$ cat src/rtl/acc_pkg.sv
// rtl/acc_pkg.sv - shared accumulator width, word type and reset value
package acc_pkg;

  localparam int ACC_WIDTH = 16;

  typedef logic [ACC_WIDTH-1:0] acc_word_t;

  localparam acc_word_t ACC_RESET_VAL = '0;

endpackage

$ cat src/rtl/acc_flags.sv
// rtl/acc_flags.sv - combinational sign/zero (and optional parity) decode of a stored word
//
// Optional feature macro: ACC_REG_PARITY_EN (adds the parity output)
//
// Ports:
//   value   in   WIDTH  stored register value to decode
//   sign    out  1      value[WIDTH-1]
//   zero    out  1      1 when value == 0
//   parity  out  1      even-parity bit ^value (only with ACC_REG_PARITY_EN)
module acc_flags
  import acc_pkg::*;
#(
  parameter int WIDTH = ACC_WIDTH
) (
  input  logic [WIDTH-1:0] value,
  output logic             sign,
  output logic             zero
`ifdef ACC_REG_PARITY_EN
  ,
  output logic             parity
`endif
);

  assign sign = value[WIDTH-1];
  assign zero = ~|value;

`ifdef ACC_REG_PARITY_EN
  assign parity = ^value;
`endif

endmodule

$ cat src/rtl/acc_reg.sv
// rtl/acc_reg.sv - enabled accumulator register with sign/zero status flags
//
// Optional feature macro: ACC_REG_PARITY_EN (adds the accp output)
//
// Ports:
//   clk    in   1      system clock, all updates on the rising edge
//   rst_n  in   1      synchronous active-low reset, clears the register
//   accce  in   1      load enable, alu is captured on the next rising edge
//   alu    in   WIDTH  ALU result to load
//   acc    out  WIDTH  registered accumulator contents
//   acc15  out  1      sign flag, acc[WIDTH-1]
//   accz   out  1      zero flag, 1 when acc == 0
//   accp   out  1      even parity of acc (only with ACC_REG_PARITY_EN)
//
// WIDTH must be >= 2.
module acc_reg
  import acc_pkg::*;
#(
  parameter int WIDTH = ACC_WIDTH
) (
  input  logic             clk,
  input  logic             rst_n,
  input  logic             accce,
  input  logic [WIDTH-1:0] alu,
  output logic [WIDTH-1:0] acc,
  output logic             acc15,
  output logic             accz
`ifdef ACC_REG_PARITY_EN
  ,
  output logic             accp
`endif
);

  logic [WIDTH-1:0] acc_q;

  // Reset beats a pending load; with accce low the register holds, so
  // alu (even undefined) never reaches acc_q.
  always_ff @(posedge clk) begin
    if (!rst_n) begin
      acc_q <= WIDTH'(ACC_RESET_VAL);
    end else if (accce) begin
      acc_q <= alu;
    end
  end

  assign acc = acc_q;

  // Flags decode the register only, so they move with acc and never
  // follow alu.
  acc_flags #(
    .WIDTH (WIDTH)
  ) u_flags (
    .value  (acc_q),
    .sign   (acc15),
    .zero   (accz)
`ifdef ACC_REG_PARITY_EN
    ,
    .parity (accp)
`endif
  );

endmodule

$ cat config.mk
export PLATFORM = sky130hd
export DESIGN_NAME = acc_reg
export DESIGN_NICKNAME = d
export VERILOG_FILES = /design/src/rtl/acc_pkg.sv /design/src/rtl/acc_flags.sv /design/src/rtl/acc_reg.sv
export SDC_FILE = /design/constraint.sdc
export NUM_CORES = 1
export LEC_CHECK = 0
export BUFFER_PORTS_ARGS = -buffer_cell sky130_fd_sc_hd__buf_4
export CAP_MARGIN = 40
export CORE_MARGIN = 5
export CORE_UTILIZATION = 41
export DETAILED_ROUTE_END_ITERATION = 10
export GPL_TIMING_DRIVEN = 0
export PLACE_DENSITY_LB_ADDON = 0.2
export SLEW_MARGIN = 10
export SYNTH_ARGS = -nofsm -noshare
export SYNTH_HDL_FRONTEND = slang
export SYNTH_SLANG_ARGS = --single-unit
$ cat constraint.sdc
create_clock -name clk -period 1.1 [get_ports clk]
set_input_delay 0.22 -clock clk [delete_from_list [all_inputs] [get_ports clk]]
set_output_delay 0.22 -clock clk [all_outputs]
set_load 0.005 [all_outputs]
==> results of run 1 <==
where the power goes:
part	internal [W]	switching, W	leakage (nW)
combinational	0.000165	0.0000765	0.350
clock	0.000201	0.000184	0.0210
sequential	0.000616	0.0000353	0.135
metal layers:
layer,track usage,part of all wire,wire (um),vias to the layer above
met3,0.0452,0.071,109,2
met4,0.0655,0.0065,10,0
met5,0,0,0,-
li1,-,-,-,276
met2,0.220,0.52,799,19
met1,0.160,0.40,614,265
cell families after synthesis:
group | count (synthesis)
buffers and inverters | 4
DFF | 16
muxes | 16
and+or+nand+nor | 21
worst min-delay path, stage by stage:
cell and delay (ps):
buf_4 80, mux2i_1 50, nor2b_1 90
per-stage QoR:
stage,std cells,cell area [um2],utilization,power (W),TNS (ps)
6_report,114,1050,0.695,0.00128,-341
5_1_grt,114,1050,0.695,0.00134,-478
4_1_cts,114,1020,0.678,0.00129,-357
3_5_place_dp,108,940,0.624,0.000877,-93.8
3_3_place_gp,108,940,0.624,0.000871,-80.5
2_1_floorplan,57,657,-,0.000752,0
timing repair:
action,in CTS,in global routing
gates cloned,0,0
endpoints found under the setup margin,2,4
buffers inserted,2,1
pin swaps,5,1
resized for setup,10,6
cell usage in the layout (no fill, tap or decap), drive strengths merged:
cell type,count
and4,1
clkbuf,5
mux2i,16
dfxtp,16
nor4,4
buf,40
nor2b,16
final cells by class:
| cell class | count | area (um2) | area share |
|---|---|---|---|
| plain buffers | 4 | 46.3 | 0.0442 |
| well taps | 16 | 20.0 | 0.0191 |
| clock buffers | 4 | 36.3 | 0.0346 |
| multi-input cells | 37 | 328 | 0.313 |
| flip-flops and latches | 16 | 332 | 0.317 |
| repair buffers | 37 | 285 | 0.272 |
worst paths after layout:
| path | startpoint | end | slack, ps |
|---|---|---|---|
| setup / recovery | acc[12] | accz | -340 |
| hold / removal | alu[3] | acc[3] | 190 |
| setup reg to reg | acc[4] | acc[4] | 360 |
| hold reg to reg | acc[0] | acc[0] | 540 |
==> flow_summary.json, run 1 <==
{
  "critPathLaunchType": "register",
  "max_cap_viol_count": 0,
  "first_pass_iters": 2,
  "crit_family": "simple AND/OR/NAND/NOR gates",
  "dieWidth_um": 50.0,
  "critPathArrivalTime_ps": 1220,
  "violations": "negative setup slack",
  "yosysSeqAreaShare": 0.488,
  "synth_area_leaders": "dfxtp_1, mux2i_1, nor2b_1",
  "grt_pass1_vias": 611,
  "cts_buffers": 3,
  "wl_per_cell_um": 13.5,
  "synth-edff-count": 0,
  "worstSkewPairLatency_ps": 280,
  "crit_chain": "nor4_2 > and4_1 > buf_4",
  "critPathBufInv": 1,
  "ys_async_sr_fraction": 0,
  "p_per_area_nw_per_um2": 1220,
  "synth_ff_type": "dfxtp_1",
  "finalNetCount": 118,
  "synth_compound_area_frac": 0,
  "p_leak_nw": 0.506,
  "synth_top_cell_area_share": 0.488,
  "yosys.area_share.simple": 0.204,
  "slew_viol_final": 0,
  "ys_seq_elements": 16,
  "clock.fmax_ghz": 0.694,
  "vdd_drop_max_uv": 780,
  "pre_cts_slack_ps": -93.8,
  "final_layout_size_suffix_gt1_frac": 0.561,
  "setup_viol": 1,
  "drtAntennaViolNets": 0,
  "slew_headroom": 0.759,
  "clockBufferDepth": 2,
  "die_area_um2": 2500,
  "clk_pin_slew_ps": 90,
  "synth_nets": 76,
  "io_pins": 37,
  "drtIter0Drc": 1,
  "portBuffers": 35,
  "reg2reg_depth": 3,
  "path_class": "register to primary output",
  "start_util": 0.436,
  "die_h_um": 50.0,
  "nFillCells": 126,
  "grt_overflow": 0,
  "cts_hold_buf": 0,
  "ctsHtreeMaxLevel": 1,
  "synthMuxAreaShare": 0.244,
  "crit_slowest_cell": "dfxtp_2",
  "fin_crit_ps": 1440,
  "clock-sinks": 16,
  "synthXorXnorAreaFrac": 0,
  "vias_per_cell": 4.93,
  "crit_path_max_fanout": 2,
  "synth_top_family_by_area": "multiplexers",
  "grt_pass1_wl_um": 2700,
  "hold_class": "primary input to register",
  "drc": 0,
  "num_vias": 562,
  "worst-endpoint-required_ps": 880,
  "largest_reg_flops": 16,
  "track_usage": 0.137,
  "place_congestion": 0.675,
  "synth.distinct_cells": 9,
  "timing.final.crit_share": 1.31,
  "critPathMaxStageDelay_ps": 340,
  "clock_skew_ps": 0,
  "status": "finished with violations",
  "area_growth_pct": 59.4,
  "synthAdderAreaFrac": 0,
  "worst_pin_slew_ps": 361,
  "synth.avg_cell_area_um2": 11.5,
  "rsz0062_at_grt": "yes",
  "hold_viol": 0,
  "setup_slack_ps": -341,
  "grt_antenna_before_repair": 0,
  "totalWireLength_um": 1530,
  "synth_area_leader_cell": "dfxtp_1",
  "rows": 14,
  "whs_path_depth": 3,
  "ys_warn_count": 0,
  "dp.final_hpwl_um": 1180,
  "cp.depth": 3,
  "syn_area_um2": 657,
  "synthCells": 57,
  "whs_ps": 189,
  "grt_max_degree": 11,
  "core_um2": 1510,
  "cts-root-buf": "clkbuf_4",
  "crit_path_end_kind": "primary output",
  "antenna_cells": 0,
  "cts_tree": "yes",
  "ys_top_cells_by_count": "dfxtp_1, mux2i_1, nor2b_1"
}
Note: power is estimated with default switching activity, not from simulation.
==> run 2: changes to the inputs <==
Settings changed: SKIP_LAST_GASP from default to 1.
==> run 2 against run 1 <==
Against the previous run: the flow still finishes with violations (negative setup slack); via count down 1.1%; clock-buffer cell count unchanged; fmax down 0.19%; largest power group unchanged.
==> flow_summary.json, run 2 (same netlist as run 1, synthesis figures left out) <==
{
  "grt_overflow": 0,
  "p_int_w": 0.000980,
  "core_um2": 1510,
  "mostFrequentLayoutCell": "buf_4",
  "setup_slack_ps": -343,
  "path_class": "register to primary output",
  "drtAntennaViolNets": 0,
  "grt_pass1_wl_um": 2700,
  "slew_viol_final": 0,
  "finalNetCount": 118,
  "p_leak_nw": 0.504,
  "crit_path_max_fanout": 2,
  "postLayoutCellArea_um2": 1040,
  "critPathLaunchType": "register",
  "clock.fmax_ghz": 0.693,
  "vias_per_cell": 4.88,
  "grt_pass1_vias": 611,
  "crit_slowest_cell": "dfxtp_2",
  "seqPwrFrac": 0.508,
  "slew_headroom": 0.758,
  "final_layout_size_suffix_gt1_frac": 0.561,
  "p_sw_frac": 0.236,
  "cts-root-buf": "clkbuf_4",
  "worst_pin_slew_ps": 363,
  "io_pins": 37,
  "place_congestion": 0.675,
  "status": "finished with violations",
  "critPathBufInv": 1,
  "grt_antenna_before_repair": 0,
  "grt_max_degree": 11,
  "fin_crit_ps": 1440,
  "totalWireLength_um": 1540,
  "area_growth_pct": 58.3,
  "cp.depth": 3,
  "layout_common_cells": "buf_4, mux2i_1, nor2b_1",
  "num_vias": 556,
  "placed_cells_incl_taps": 108,
  "p_per_area_nw_per_um2": 1230,
  "timing.final.crit_share": 1.31,
  "rsz0062_at_grt": "yes",
  "track_usage": 0.137,
  "clockBufferDepth": 2,
  "worstSkewPairLatency_ps": 280,
  "crit_family": "simple AND/OR/NAND/NOR gates",
  "drtIter0Drc": 0,
  "clkPwrFrac": 0.306,
  "die_h_um": 50.0,
  "drc": 0,
  "cts_hold_buf": 0,
  "critPathArrivalTime_ps": 1220,
  "power.switching_w": 0.000302,
  "rows": 14,
  "hold_class": "primary input to register",
  "hold_viol": 0,
  "violations": "negative setup slack",
  "crit_path_end_kind": "primary output",
  "reg2reg_from": "acc[4]",
  "tns_ps": -371,
  "critPathMaxStageDelay_ps": 340,
  "first_pass_iters": 1,
  "crit_chain": "nor4_2 > and4_1 > buf_4",
  "cts_tree": "yes",
  "final_util": 0.690,
  "p_comb_frac": 0.186,
  "clk_pin_slew_ps": 100,
  "clock-sinks": 16,
  "wl_per_cell_um": 13.5,
  "start_util": 0.436,
  "setup_viol": 3,
  "clock_skew_ps": 0,
  "dp.final_hpwl_um": 1180,
  "final_cells": 114,
  "endpoint": "accz",
  "antenna_cells": 0,
  "largest_reg_flops": 16,
  "ff2ff_setup_slack_ps": 360,
  "vdd_drop_max_uv": 778,
  "worstSetupStartpoint": "acc[12]",
  "place_area_um2": 940,
  "dieWidth_um": 50.0,
  "reg2reg_depth": 3,
  "max_cap_viol_count": 0,
  "r2r-end": "acc[4]",
  "cts_buffers": 3,
  "ctsHtreeMaxLevel": 1,
  "worst-endpoint-required_ps": 880,
  "die_area_um2": 2500,
  "portBuffers": 35
}
run 2: cell counts in the layout (fill, tap and decap cells not counted):
Identical to the previous run, type by type.
run 2: power groups by stage:
stage	Combinational (W)	Clock, W	Sequential (W)
2_1_floorplan	0.0000980	0	0.000654
3_3_place_gp	0.000218	0	0.000653
3_5_place_dp	0.000223	0	0.000655
4_1_cts	0.000236	0.000402	0.000647
5_1_grt	0.000264	0.000418	0.000656
6_report	0.000239	0.000392	0.000651
run 2: routing by layer:
metal / vias up / global-route usage / share of wire
met4: 0 / 0.0655 / 0.0052
met5: - / 0 / 0
li1: 276 / - / -
met1: 259 / 0.160 / 0.39
met3: 2 / 0.0452 / 0.071
met2: 19 / 0.220 / 0.53
run 2: layout make-up:
| type | instances | area [um2] |
|---|---|---|
| clock buffers | 4 | 36.3 |
| repair buffers | 37 | 282 |
| multi-input cells | 37 | 328 |
| fillers | 128 | 467 |
| plain buffers | 4 | 42.5 |
| flip-flops and latches | 16 | 332 |
| well taps | 16 | 20.0 |
run 2: worst min-delay path by stage:
stage	from	end	cells after the start
2_1_floorplan	rst_n	acc[0]	1
3_3_place_gp	alu[12]	acc[12]	3
3_5_place_dp	alu[9]	acc[9]	3
4_1_cts	alu[13]	acc[13]	3
5_1_grt	alu[3]	acc[3]	3
6_report	alu[13]	acc[13]	3
run 2: worst reg2reg max path: stages (launching register included):
cell	delay [ps]
dfxtp_2	340
buf_4	130
mux2i_1	110
nor2b_1	60
run 2: stage by stage:
step / total power (W) / setup slack (ps) / hold WS (ps)
floorplan: 0.000752 / 120 / 348
global placement: 0.000871 / -80.5 / 476
detailed placement: 0.000877 / -93.8 / 486
CTS: 0.00128 / -357 / 185
global route: 0.00134 / -426 / 198
finish: 0.00128 / -343 / 189
run 2: what timing repair did:
| action | CTS | global route |
|---|---|---|
| gates resized for setup | 9 | 5 |
| setup endpoints to repair | 2 | 4 |
| buffers inserted | 2 | 1 |
| pin swaps | 5 | 1 |
| gates cloned | 0 | 0 |
